$ cat src/rtl/sequenciador_musica.sv
// Song sequencer: walks a song ROM region, times each note with a ms tick and
// drives the tone generator with note code, enable and end-of-song pulse.
module sequenciador_musica #(
    parameter int CLK_HZ    = 50000000,
    parameter int TICK_HZ   = 1000,
    parameter int GAP_TICKS = 20,
    parameter int ADDR_W    = 8,
    parameter int LOOP      = 0
) (
    input  logic              clk_placa,
    input  logic              rst,
    input  logic              stop_in,
    input  logic              play_in,
    input  logic [1:0]        sel_in,
    output logic [ADDR_W-1:0] rom_addr,
    input  logic [15:0]       rom_data,
    output logic [5:0]        nota_out,
    output logic              som_en,
    output logic              musica_fim,
    output logic              ocupado
);
    localparam int DIV   = CLK_HZ / TICK_HZ;
    localparam int PRE_W = (DIV > 1) ? $clog2(DIV) : 1;
    localparam int OFF_W = ADDR_W - 2;

    typedef enum logic [2:0] {
        S_IDLE, S_FETCH, S_WAIT_ROM, S_SOUND, S_GAP, S_NEXT, S_END, S_PAUSED
    } state_t;

    state_t             state_q, state_d, ret_q, ret_d, nat;
    logic [ADDR_W-1:0]  addr_q, addr_d;
    logic [5:0]         nota_q, nota_d;
    logic [9:0]         dur_q, dur_d, cnt_q, cnt_d;
    logic [PRE_W-1:0]   pre_q, pre_d;
    logic               running, tick;

    assign running = (state_q == S_SOUND) || (state_q == S_GAP);
    assign tick    = running && (pre_q == PRE_W'(DIV - 1));

    always_ff @(posedge clk_placa) begin
        if (rst) begin
            state_q <= S_IDLE;
            ret_q   <= S_IDLE;
            addr_q  <= '0;
            nota_q  <= '0;
            dur_q   <= '0;
            cnt_q   <= '0;
            pre_q   <= '0;
        end else begin
            state_q <= state_d;
            ret_q   <= ret_d;
            addr_q  <= addr_d;
            nota_q  <= nota_d;
            dur_q   <= dur_d;
            cnt_q   <= cnt_d;
            pre_q   <= pre_d;
        end
    end

    always_comb begin
        state_d = state_q;
        ret_d   = ret_q;
        addr_d  = addr_q;
        nota_d  = nota_q;
        dur_d   = dur_q;
        cnt_d   = cnt_q;
        pre_d   = pre_q;
        nat     = state_q;

        if (running) pre_d = tick ? '0 : pre_q + 1'b1;

        case (state_q)
            S_IDLE: begin
                addr_d = {sel_in, {OFF_W{1'b0}}};
                if (play_in && !stop_in) state_d = S_FETCH;
            end
            S_FETCH: state_d = S_WAIT_ROM;
            S_WAIT_ROM: begin
                if (rom_data[15:10] == 6'h3F) begin
                    state_d = S_END;
                end else if (rom_data[9:0] == 10'd0) begin
                    state_d = S_NEXT;
                end else begin
                    nota_d  = rom_data[15:10];
                    dur_d   = rom_data[9:0];
                    cnt_d   = (int'(rom_data[9:0]) > GAP_TICKS) ?
                              rom_data[9:0] - 10'(GAP_TICKS) : rom_data[9:0];
                    ret_d   = S_SOUND;
                    // A pause requested while fetching lands here with the note latched
                    state_d = play_in ? S_SOUND : S_PAUSED;
                end
            end
            S_SOUND, S_GAP: begin
                if (tick) begin
                    if (cnt_q <= 10'd1) begin
                        if (state_q == S_SOUND && int'(dur_q) > GAP_TICKS && GAP_TICKS > 0) begin
                            nat   = S_GAP;
                            cnt_d = 10'(GAP_TICKS);
                        end else begin
                            nat   = S_NEXT;
                            cnt_d = '0;
                        end
                    end else begin
                        cnt_d = cnt_q - 10'd1;
                    end
                end
                ret_d   = nat;
                state_d = play_in ? nat : S_PAUSED;
            end
            S_NEXT: begin
                addr_d[OFF_W-1:0] = addr_q[OFF_W-1:0] + 1'b1;
                state_d = (&addr_q[OFF_W-1:0]) ? S_END : S_FETCH;
            end
            S_END: begin
                if (LOOP != 0 && play_in) begin
                    addr_d  = {addr_q[ADDR_W-1:ADDR_W-2], {OFF_W{1'b0}}};
                    state_d = S_FETCH;
                end else begin
                    state_d = S_IDLE;
                end
            end
            S_PAUSED: if (play_in) state_d = ret_q;
            default: state_d = S_IDLE;
        endcase

        // Stop overrides every internal transition, END included
        if (stop_in && state_q != S_IDLE) begin
            state_d = S_IDLE;
            nota_d  = '0;
            dur_d   = '0;
            cnt_d   = '0;
            pre_d   = '0;
            addr_d  = {addr_q[ADDR_W-1:ADDR_W-2], {OFF_W{1'b0}}};
        end

        if (state_d == S_FETCH) pre_d = '0;
    end

    assign rom_addr   = addr_q;
    assign nota_out   = nota_q;
    assign som_en     = (state_q == S_SOUND) && (nota_q != 6'h00);
    assign musica_fim = (state_q == S_END);
    assign ocupado    = (state_q != S_IDLE);
endmodule
$ cat config.mk
export PLATFORM = sky130hd
export DESIGN_NAME = sequenciador_musica
export DESIGN_NICKNAME = d
export VERILOG_FILES = /design/src/rtl/sequenciador_musica.sv
export SDC_FILE = /design/constraint.sdc
export NUM_CORES = 1
export LEC_CHECK = 0
export BUFFER_PORTS_ARGS = -buffer_cell sky130_fd_sc_hd__buf_4
export CAP_MARGIN = 0
export CORE_MARGIN = 3
export CORE_UTILIZATION = 42
export DETAILED_ROUTE_END_ITERATION = 8
export PLACE_DENSITY_LB_ADDON = 0.12
export REMOVE_ABC_BUFFERS = 1
export SLEW_MARGIN = 20
export SYNTH_ARGS = -nofsm -noshare
export SYNTH_HDL_FRONTEND = slang
export SYNTH_SLANG_ARGS = --single-unit
export TNS_END_PERCENT = 10
$ cat constraint.sdc
create_clock -name clk_placa -period 3 [get_ports clk_placa]
set_clock_uncertainty 0.15 [all_clocks]
set_input_delay 0.45 -clock clk_placa [delete_from_list [all_inputs] [get_ports clk_placa]]
set_output_delay 0.45 -clock clk_placa [all_outputs]
set_load 0.05 [all_outputs]
# Word level (Yosys, flattened, before mapping)
# Index checks and enable logic that the tools add are counted.
# word_totals
ff_bits	56
latchBits	0
mem_bits_rw	0
mem_bits_ro	0
out_inout_bits	17
elab_cells	76
mem_count	0
# classes
add_sub_neg	4
mul	0
n_div	0
order_cmp	3
eq_ne	13
n_shift	0
muxes	24
bitwise_logic	3
n_reduce_logical	21
# ops
op	n
$mux W10	5
$mux W3	12
$pmux W3 S7	1
$gt A10 B5 Y1 const B	2
$pmux W10 S2	1
$add A16 B1 Y16 const B	1
$eq A16 B16 Y1 const B	1
$mux W16	1
$eq A3 B3 Y1 const B	4
$pmux W6 S2	1
$le A10 B1 Y1 const B	1
$logic_not A10 Y1	1
$sub A10 B1 Y10 const B	1
$sub A10 B5 Y10 const B	1
$add A6 B1 Y6 const B	1
$eq A3 B1 Y1 const B	2
$eq A3 B2 Y1 const B	2
$eq A6 B6 Y1 const B	1
$ne A2 B2 Y1 const B	3
$pmux W3 S2	1
$reduce_and A3 Y1	2
$reduce_and A6 Y1	1
$reduce_bool A6 Y1	1
$logic_and A1 B1 Y1	5
other kinds (12)	16

# Logic depth before layout (Yosys ltp)
# Gate-level depths: netlist (run 1).
# depth
ltp_word	10
mapped_depth	10
mapped_depth_nobuf	8

# Worst setup path after synthesis (run 1)
# Ideal clock, no wire load.
# synth_timing
path_kind	reg2reg
startpoint	register addr_q[0], in the netlist rom_addr[0]
endpoint	register pre_q[10]
setup_time_ps	88
arrival_time_ps	2201
t_required_ps	2762
slack_ps	561
stages_incl_launch_ff	9
path_buffers	1
synth_period_minus_slack_ps	2439
path_cell_list	dfxtp_1 ha_1 nand3_1 nor3_1 o211ai_1 a211oi_2 nor4_4 buf_6 nor4_2
# synth_between
elab_chain_cells	6
# synth_lines
item	line	source
start, declared	31	logic [ADDR_W-1:0] addr_q, addr_d;
start signal, assigned	52	addr_q <= addr_d;
$reduce_and A6 Y1	112	state_d = (&addr_q[OFF_W-1:0]) ? S_END : S_FETCH;
$mux W3	112	
$pmux W3 S7	72	case (state_q)
$mux W3	127	if (stop_in && state_q != S_IDLE) begin
$eq A3 B1 Y1	136	if (state_d == S_FETCH) pre_d = '0;
$reduce_or A3 Y1 (no source line)	-	
end signal, assigned	56	pre_q <= pre_d;
end, declared	34	logic [PRE_W-1:0] pre_q, pre_d;
# Every way passes these cells.
# A chain may end at the register's enable or synchronous reset.

# Worst setup path after layout (run 1)
# layout_timing
startpoint	register cnt_q[0]
endpoint	register pre_q[10]
# layout_between
elab_chain_cells	8
# layout_lines
item	line	source
start, declared	33	logic [9:0] dur_q, dur_d, cnt_q, cnt_d;
start signal, assigned	55	cnt_q <= cnt_d;
$le A10 B1 Y1	95	if (cnt_q <= 10'd1) begin
$mux W3	95	
$mux W3	94	if (tick) begin
$mux W3	108	state_d = play_in ? nat : S_PAUSED;
$pmux W3 S7	72	
$mux W3	127	
$eq A3 B1 Y1	136	
$reduce_or A3 Y1 (no source line)	-	
# Every way passes these cells.

==> impl_metrics.csv, run 1 <==
group,metric,value,unit
flow_run,maxCapViolCount,0,
clock_network,postCtsHoldBufs,0,
worst_setup_path,critical_path.top_delay_family,"simple AND/OR/NAND/NOR gates",
synth,synth_mux_area_share,1.81,%
worst_setup_path,start_kind,"flip-flop",
worst_setup_path,slowest_delay,0.43,ns
synth,synth_xor_area_share,5.01,%
worst_hold_path,min_to,"rom_addr[7]",
pwr,p_leak,1.45,nW
worst_setup_path,cp_data_required_time,3.07,ns
grt,first_global_vias,2959,
worst_setup_path,crit_chain,"inv_1 > ha_1 > nor2_1 > nand4bb_1 > o31a_1 > a211oi_2 > nor4_4 > buf_4 > nor4_2",
placed_design,dpl.hpwl,6080,µm
timing,hold_slack,0.227,ns
clock_network,cts.clk_slew.worst_paths,0.11,ns
synth,synth_top_area_share,33.7,%
synth,yosysSeqAreaShare,33.7,%
synth,synth_top_family_by_area,"simple AND/OR/NAND/NOR gates",
timing,drv_slew,0,
finish,synthToLayoutAreaGrowth,17.1,%
synth,synth.avg_cell_area,7.75,µm²
finish,postLayoutCellArea,0.00389,mm²
timing,tightest_slew,0.668,ns
worst_setup_path,r2r_start,"cnt_q[0]",
pwr,vdd_ir_drop_max,0.000191,V
worst_hold_path,hold_depth,2,
outcome,status,"complete, no violations",
clock_network,cts_buffers,5,
clock_network,cts_tree,"yes",
die,core_area,0.00745,mm²
worst_hold_path,min-delay-start,"rst",
finish,final-instance-count-excl-fill,569,
synth,synth_edf_count,0,
detailed_routing,drtIter0Drc,158,
die,die_x,95.0,µm
synth,ys_seq_elements,56,
placed_design,routabilityCongestion,0.882,
synth,synthSimpleGateAreaFrac,33.3,%
timing,max_slew_margin,55.0,%
synth,synth_area_leaders,"dfxtp_1 (34%), nand2_1 (7.2%), a21oi_1 (6.5%), nor2_1 (4.4%), nor3_1 (3.8%)",
die,ios,39,
clock_network,clock_sinks,56,
clock_network,clock_latency,0.31,ns
synth,synth_cells,429,
synth,synth_compound_area_share,19.6,%
detailed_routing,dr.pass1.iters,4,
clock_network,cts_resized,0,
synth,synthAdderAreaFrac,2.63,%
clock_network,postCtsSetupBuffers,0,
timing,post-route-min-period,2.71,ns
timing,timing.final.crit_share,90.2,%
synth,yosysUniqueCellTypes,60,
worst_setup_path,worst_setup_path_end_kind,"flip-flop",
finish,fillers,777,
worst_setup_path,cp_max_fo,16,
die,initial_core_util,44.6,%
placed_design,numPortBuffers,38,
finish,drive_above_1_share,16.8,%
placed_design,placedCellCount,561,
pwr,power_density,383,mW/mm²
timing,timing.fmax,370,MHz
detailed_routing,ant_nets,0,
timing,finalHoldViolations,0,
synth,synth_area,0.00332,mm²
clock_network,cts.path.max_buffers,2,
timing,setup_tns,0,ns
die,die_h,95.0,µm
grt,track_usage,19.6,%
worst_setup_path,r2r_slack,0.29,ns
synth,async_flop_share,0,%
worst_setup_path,critPathBufInv,2,
timing,finalSetupViolations,0,
worst_hold_path,min_path_type,"primary input to flip-flop",
grt,antenna_found_initial,0,
detailed_routing,wl_per_cell,14.6,µm
placed_design,postPlaceCellArea,0.00378,mm²
synth,yosys.area.top_type,"dfxtp_1",
clock_network,cts-root-buf,"clkbuf_8",
pwr,finalPower,0.00149,W
finish,final_nets,498,
finish,antenna_cells,0,
worst_setup_path,r2r-end,"pre_q[10]",
grt,grt_pass1_wl,14300,µm
detailed_routing,post_drt_via_cell_ratio,5.65,
worst_setup_path,slowest_stage,"o31a_1",
synth,synthFlopType,"dfxtp_1",
worst_setup_path,r2r_cells,9,
detailed_routing,drt_wl_total,8290,µm
grt,grt_max_degree,24,
detailed_routing,vias,3217,
clock_network,cts_max_level,2,
grt,grt_overflow_total,0,
worst_setup_path,crit_type,"flip-flop to flip-flop",
die,num_rows,31,
detailed_routing,drc,0,
die,dieArea,0.00902,mm²
synth,ys.warnings.count,0,
worst_setup_path,arrival,2.78,ns
timing,rsz0062_at_grt,"no",
## metrics by stage
step	worst slack (ns)	util (%)
finish	0.294	52.3
global route	0.0985	52.3
CTS	0.323	52.3
detailed placement	0.328	50.8
global placement	0.476	50.8
floorplan	-0.301	-
## Yosys cell counts (4+ instances only)
cell type,number
a211oi_1,5
a21oi_1,43
and3_1,7
clkbuf_1,14
dfxtp_1,56
ha_1,7
inv_1,9
mux2i_1,6
nand2_1,64
nand2b_1,4
nand3_1,16
nor2_1,39
nor2b_1,7
nor3_1,25
nor4_1,12
nor4bb_1,5
o211ai_1,4
o21ai_0,23
o31a_1,4
xnor2_1,10
xor2_1,9
## cells in the final DEF, fill, tap and decap left out, types with 4 or more instances in the layout
master | Yosys | routed
nand2_1 | 64 | 64
dfxtp_1 | 56 | 56
buf_4 | 1 | 53
a21oi_1 | 43 | 43
nor2_1 | 39 | 39
nor3_1 | 25 | 25
o21ai_0 | 23 | 23
nand3_1 | 16 | 16
nor4_1 | 12 | 12
xnor2_1 | 10 | 10
inv_1 | 9 | 9
xor2_1 | 9 | 9
nor2b_1 | 7 | 7
and3_1 | 7 | 7
ha_1 | 7 | 7
mux2i_1 | 6 | 6
nor4bb_1 | 5 | 5
a211oi_1 | 5 | 5
clkbuf_8 | 0 | 5
o211ai_1 | 4 | 4
o31a_1 | 4 | 4
nand2b_1 | 4 | 4
## worst reg2reg max path, cell delays in order, from the launching register on
cell,delay (ns)
dfxtp_1,0.36
inv_1,0.09
ha_1,0.28
nor2_1,0.10
nand4bb_1,0.40
o31a_1,0.43
a211oi_2,0.28
nor4_4,0.08
buf_4,0.23
nor4_2,0.23
## routing by layer
metal / wire length (µm) / vias to the layer above / global-route usage (%)
met5: 0 / - / 0
met4: 112 / 0 / 5.17
met3: 271 / 11 / 2.55
met2: 3830 / 50 / 31.1
met1: 4070 / 1520 / 28.0
li1: - / 1636 / -
## final cells by class
class,instances,area (µm²),share of cell area (%)
multi-input combinational,342,2080,53.6
sequential,56,1120,28.8
timing repair buffer,54,418,10.7
tap,99,124,3.18
clock buffer,6,72.6,1.86
inverter,10,37.5,0.964
clock inverter,2,35.0,0.900
## flip-flops by register name (all words and copies together), names as in the netlist
signal / flops
rom_addr: 8
cnt_q: 10
ret_q: 3
state_q: 3
dur_q: 10
nota_out: 6
pre_q: 16
## how the worst max path moves through the flow
stage          startpoint   endpoint  slack (ns)  depth (start not counted)
6_report         cnt_q[0]  pre_q[10]        0.29                          9
5_1_grt          cnt_q[0]   pre_q[5]         0.1                          9
4_1_cts          cnt_q[0]  pre_q[10]        0.32                          9
3_5_place_dp     cnt_q[0]   pre_q[5]        0.33                          9
3_3_place_gp     cnt_q[0]   pre_q[7]        0.48                          9
2_1_floorplan  state_q[0]   pre_q[3]       -0.30                          3
## where the power goes
| part | internal [W] | switching (W) | total [W] |
|---|---|---|---|
| logic | 0.0000906 | 0.000141 | 0.000231 |
| registers | 0.000755 | 0.00000938 | 0.000764 |
| clock network | 0.000248 | 0.000246 | 0.000495 |
| total | 0.00109 | 0.000396 | 0.00149 |
## cell families (layout without fill, tap and decap cells)
| group | Yosys count | after routing |
|---|---|---|
| compound gates | 105 | 105 |
| flops | 56 | 56 |
| simple gates | 205 | 205 |
| fa+ha+maj | 7 | 7 |
| mux | 6 | 6 |
| buf+inv | 31 | 72 |
| xor+xnor | 19 | 19 |
Power figures use the tool's default switching activity.
==> run 2: changes to the inputs <==
--- a/config.mk
+++ b/config.mk
@@ -7,6 +7,7 @@
 export LEC_CHECK = 0
 export BUFFER_PORTS_ARGS = -buffer_cell sky130_fd_sc_hd__buf_4
 export CAP_MARGIN = 0
+export CORE_ASPECT_RATIO = 0.75
 export CORE_MARGIN = 3
 export CORE_UTILIZATION = 42
 export DETAILED_ROUTE_END_ITERATION = 8
==> run 2 against run 1 <==
Wire length fell by 0.46%. Combinational power fell by 3%. Sequential cell count is the same. Setup slack got worse by 0.0039 ns. Final cell count unchanged. Sequential power hardly changed. Clock power fell by 11%. Non-clock buffer count is 2 lower. Core utilization shrank 0.88 points. Critical endpoint is now pre_q[12]. Largest cell class unchanged.
==> impl_metrics.csv, run 2 (same netlist as run 1, synthesis figures left out) <==
group,metric,value,unit
flow_run,maxCapViolCount,0,
placed_design,routabilityCongestion,0.830,
detailed_routing,vias,3179,
pwr,power_density,371,mW/mm²
worst_setup_path,arrival,2.74,ns
timing,finalHoldViolations,0,
timing,post-route-min-period,2.71,ns
worst_setup_path,path_depth,9,
worst_setup_path,worst_setup_path_end_kind,"flip-flop",
timing,max_slew_margin,55.3,%
clock_network,cts-root-buf,"clkbuf_8",
timing,finalSetupViolations,0,
pwr,power_switching,0.000400,W
grt,track_usage,18.3,%
finish,regMostFlops,"pre_q",
finish,final_nets,496,
pwr,swShare,28.0,%
grt,grt_max_degree,46,
detailed_routing,drt_wl_total,8250,µm
worst_setup_path,crit_type,"flip-flop to flip-flop",
detailed_routing,wl_per_cell,14.5,µm
worst_setup_path,critical_path.top_delay_family,"simple AND/OR/NAND/NOR gates",
pwr,seqPwrFrac,53.5,%
worst_setup_path,crit_chain,"inv_1 > ha_1 > nor2_1 > nand4bb_1 > nor4_1 > o211ai_1 > nor4_4 > buf_4 > nor3_1",
timing,timing.final.crit_share,90.3,%
worst_hold_path,hold_depth,2,
pwr,pwr-share-comb,15.7,%
clock_network,cts_max_level,2,
die,die_h,83.1,µm
finish,final_common_cell,"nand2_1",
placed_design,numPortBuffers,38,
timing,setup_tns,0,ns
clock_network,clock_latency,0.31,ns
clock_network,postCtsHoldBufs,0,
die,core_area,0.00750,mm²
finish,reg.largest.list,"pre_q (16), cnt_q (10), dur_q (10)",
finish,antenna_cells,0,
worst_setup_path,critPathBufInv,2,
worst_hold_path,min_to,"state_q[2]",
pwr,clkPwrFrac,30.8,%
die,die_x,109,µm
clock_network,cts.path.max_buffers,2,
timing,drv_slew,0,
clock_network,postCtsSetupBuffers,0,
timing,rsz0062_at_grt,"no",
finish,synthToLayoutAreaGrowth,15.9,%
worst_setup_path,slowest_stage,"nor4_1",
grt,first_global_vias,2870,
clock_network,cts.clk_slew.worst_paths,0.11,ns
finish,final_cell_mix,"nand2_1 (64), dfxtp_1 (56), buf_4 (52)",
timing,timing.fmax,369,MHz
worst_hold_path,min-delay-start,"rst",
die,num_rows,27,
worst_setup_path,slowest_delay,0.42,ns
worst_setup_path,r2r_cells,9,
die,ios,39,
grt,grt_overflow_total,0,
worst_setup_path,r2r_slack,0.29,ns
detailed_routing,drc,0,
outcome,status,"complete, no violations",
detailed_routing,dr.pass1.iters,4,
grt,grt_pass1_wl,13800,µm
die,initial_core_util,44.3,%
worst_setup_path,cp_data_required_time,3.03,ns
finish,largest_reg_flops,16,
timing,tightest_slew,0.664,ns
clock_network,cts_buffers,5,
timing,hold_slack,0.227,ns
clock_network,clock_sinks,56,
pwr,internal_power,0.00103,W
clock_network,cts_tree,"yes",
detailed_routing,ant_nets,0,
pwr,vdd_ir_drop_max,0.000192,V
detailed_routing,drtIter0Drc,137,
die,dieArea,0.00903,mm²
grt,antenna_found_initial,0,
clock_network,cts_resized,0,
pwr,p_leak,1.43,nW
finish,drive_above_1_share,16.5,%
worst_setup_path,r2r_start,"cnt_q[0]",
worst_hold_path,min_path_type,"primary input to flip-flop",
detailed_routing,post_drt_via_cell_ratio,5.59,
worst_setup_path,cp_max_fo,16,
worst_setup_path,start_kind,"flip-flop",
placed_design,dpl.hpwl,5960,µm
worst_setup_path,r2r-end,"pre_q[12]",
[run 2: routing by layer]
layer,part of all wire [%],global-route usage [%]
met4,0.53,3.44
met2,43,26.9
met3,5.2,3.26
met5,0,0
met1,51,27.9
[run 2: worst max path at each step]
stage | from | to
after floorplan | state_q[0] | pre_q[3]
after global placement | cnt_q[0] | pre_q[6]
after detailed placement | cnt_q[0] | pre_q[6]
after CTS | cnt_q[0] | pre_q[5]
after global routing | state_q[1] | pre_q[1]
final | cnt_q[0] | pre_q[12]
[run 2: metrics by stage]
step                      utilization (%)  area (µm²)  power, W  setup slack (ns)  std cells
after floorplan                         -        3230  0.000916            -0.301        408
after global placement               50.1        3760   0.00100             0.439        561
after detailed placement             50.1        3760   0.00101             0.302        561
after CTS                            51.4        3850   0.00144             0.284        569
after global routing                 51.4        3850   0.00149            0.0547        569
final                                51.4        3850   0.00143             0.290        569
[run 2: worst register-to-register path: stages (launching register included)]
cell and delay, ns:
dfxtp_1 0.35, inv_1 0.09, ha_1 0.28, nor2_1 0.10, nand4bb_1 0.40, nor4_1 0.42
o211ai_1 0.18, nor4_4 0.23, buf_4 0.28, nor3_1 0.09
[run 2: layout make-up]
cell class | instances | area, µm²
timing repair buffer | 52 | 390
inverter | 10 | 37.5
fill | 775 | 3650
tap | 101 | 126
sequential | 56 | 1120
clock buffer | 7 | 86.3
multi-input combinational | 342 | 2080
clock inverter | 1 | 7.51
[run 2: power by group through the flow]
stage               logic (W)  clock network, W  registers (W)
floorplan            0.000120                 0       0.000797
global placement     0.000223                 0       0.000782
detailed placement   0.000224                 0       0.000782
CTS                  0.000225          0.000453       0.000764
global route         0.000247          0.000480       0.000766
finish               0.000225          0.000440       0.000764
==> run 3: changes to the inputs <==
--- a/config.mk
+++ b/config.mk
@@ -5,12 +5,12 @@
 export SDC_FILE = /design/constraint.sdc
 export NUM_CORES = 1
 export LEC_CHECK = 0
-export BUFFER_PORTS_ARGS = -buffer_cell sky130_fd_sc_hd__buf_4
 export CAP_MARGIN = 0
 export CORE_ASPECT_RATIO = 0.75
 export CORE_MARGIN = 3
 export CORE_UTILIZATION = 42
 export DETAILED_ROUTE_END_ITERATION = 8
+export DONT_BUFFER_PORTS = 1
 export PLACE_DENSITY_LB_ADDON = 0.12
 export REMOVE_ABC_BUFFERS = 1
 export SLEW_MARGIN = 20
==> run 3 against run 2 <==
Combinational power down 20%. Maximum frequency up 0.79%. Clock-buffer cell count down 1. Total power down 1.9%. Via count down 2.7%. Non-clock buffer count down 27. Register-to-register slack better by 0.02 ns. Setup slack better by 0.021 ns. Global-route usage up 0.39 points. Largest power group unchanged.
==> impl_metrics.csv, run 3 (same netlist as run 1, synthesis figures left out) <==
group,metric,value,unit
outcome,status,"complete, no violations",
detailed_routing,route.met2.wl,3410,µm
timing,tightest_slew,0.610,ns
detailed_routing,met3_length,374,µm
finish,fillers,776,
die,core_area,0.00750,mm²
finish,drive_above_1_share,11.6,%
finish,final_util,48.9,%
detailed_routing,vias,3094,
worst_hold_path,min_to,"rom_addr[7]",
finish,final_cell_mix,"nand2_1 (64), dfxtp_1 (56), a21oi_1 (43)",
clock_network,clock_latency,0.31,ns
detailed_routing,ant_nets,0,
timing,timing.fmax,372,MHz
pwr,vdd_ir_drop_max,0.000232,V
timing,finalSetupViolations,0,
worst_setup_path,start_kind,"flip-flop",
worst_setup_path,crit_chain,"inv_1 > ha_1 > nor2_1 > nand4bb_1 > o31a_1 > a211oi_2 > nor4_4 > buf_4 > nor4_1",
timing,rsz0062_at_grt,"no",
worst_setup_path,slowest_delay,0.42,ns
clock_network,postCtsHoldBufs,0,
timing,drv_slew,0,
detailed_routing,drtIter0Drc,144,
worst_setup_path,worst_setup_path_end_kind,"flip-flop",
worst_setup_path,cp_data_required_time,3.07,ns
worst_setup_path,arrival,2.76,ns
flow_run,maxCapViolCount,0,
finish,final_nets,469,
worst_hold_path,hold_depth,1,
finish,antenna_cells,0,
worst_setup_path,startpoint,"cnt_q[0]",
clock_network,postCtsSetupBuffers,0,
worst_setup_path,r2r_slack,0.31,ns
pwr,p_leak,1.31,nW
die,ios,39,
clock_network,clock_sinks,56,
die,die_h,83.1,µm
grt,grt_overflow_total,0,
grt,track_usage,18.7,%
clock_network,cts_buffers,5,
die,dieArea,0.00903,mm²
worst_hold_path,min_path_type,"primary input to flip-flop",
die,initial_core_util,44.3,%
finish,synthToLayoutAreaGrowth,10.3,%
clock_network,cts_tree,"yes",
detailed_routing,m1WireLength,4360,µm
worst_hold_path,min-delay-start,"rst",
clock_network,cts-root-buf,"clkbuf_8",
clock_network,cts.path.max_buffers,2,
detailed_routing,drt_wl_total,8220,µm
worst_setup_path,r2r-end,"pre_q[5]",
finish,largest_reg_flops,16,
worst_setup_path,cp_max_fo,16,
worst_setup_path,r2r_cells,9,
detailed_routing,dr.pass1.iters,4,
finish,final_common_cell,"nand2_1",
worst_setup_path,r2r_start,"cnt_q[0]",
placed_design,postPlaceCellArea,0.00357,mm²
clock_network,cts_max_level,2,
clock_network,cts_resized,0,
placed_design,dpl.hpwl,6100,µm
timing,post-route-min-period,2.69,ns
grt,grt_pass1_wl,14000,µm
finish,postLayoutCellArea,0.00367,mm²
placed_design,routabilityCongestion,0.860,
grt,grt_max_degree,24,
worst_setup_path,crit_type,"flip-flop to flip-flop",
detailed_routing,top_layer_used,"met4",
finish,regMostFlops,"pre_q",
finish,reg.largest.list,"pre_q (16), cnt_q (10), dur_q (10)",
worst_setup_path,slowest_stage,"o31a_1",
detailed_routing,post_drt_via_cell_ratio,5.71,
timing,max_slew_margin,58.9,%
pwr,power_density,382,mW/mm²
timing,timing.final.crit_share,89.6,%
grt,first_global_vias,2875,
pwr,finalPower,0.00140,W
die,num_rows,27,
timing,finalHoldViolations,0,
detailed_routing,wl_per_cell,15.2,µm
die,die_x,109,µm
grt,antenna_found_initial,0,
placed_design,numPortBuffers,0,
detailed_routing,drc,0,
clock_network,cts.clk_slew.worst_paths,0.10,ns
-- run 3: cell types whose count changed in the layout (fill, tap and decap cells not counted), sizes merged --
| cell | delta |
|---|---|
| clkinvlp | -1 |
| buf | -27 |
| inv | +1 |
| clkinv | +1 |
| clkbuf | -1 |
-- run 3: worst max path at each step --
stage	cells past startpoint	slack (ns)	end
3_3_place_gp	9	0.46	pre_q[6]
4_1_cts	9	0.30	pre_q[5]
5_1_grt	9	0.10	pre_q[6]
3_5_place_dp	9	0.31	pre_q[5]
6_report	9	0.31	pre_q[5]
2_1_floorplan	3	-0.30	pre_q[3]
-- run 3: critical path, delay by kind of cell, from the launching register on --
kind / cells / cell delay [ns]
AND/OR/NAND/NOR: 4 / 0.79
buffers and inverters: 2 / 0.32
AO/OA/AOI/OAI: 2 / 0.70
adder cells (fa/ha/maj): 1 / 0.27
flip-flops: 1 / 0.36
-- run 3: per-stage QoR --
stage | setup TNS, ns | instances | setup WS, ns | hold slack (ns)
floorplan | -9.06 | 408 | -0.301 | 0.281
finish | 0 | 542 | 0.311 | 0.0386
CTS | 0 | 542 | 0.302 | 0.0318
detailed placement | 0 | 534 | 0.309 | 0.291
global route | 0 | 542 | 0.102 | 0.0296
global placement | 0 | 534 | 0.456 | 0.290
-- run 3: layout make-up --
class / instances / area (µm²) / area share (%)
Timing Repair Buffer: 25 / 200 / 5.46
Multi-Input combinational cell: 342 / 2080 / 56.9
Sequential cell: 56 / 1120 / 30.6
Clock inverter: 2 / 13.8 / 0.375
Clock buffer: 6 / 82.6 / 2.25
Inverter: 10 / 37.5 / 1.02
Tap cell: 101 / 126 / 3.45
-- run 3: layer usage --
layer	track usage, %	vias up
met5	0	-
met4	4.01	0
met3	3.42	6
met2	26.8	67
met1	28.8	1449
li1	-	1572
-- run 3: report_power, final --
part           switching [W]  internal, W  leakage [nW]
registers          0.0000219     0.000755         0.452
logic               0.000110    0.0000691         0.802
clock network       0.000257     0.000190        0.0516
total               0.000389      0.00101          1.31
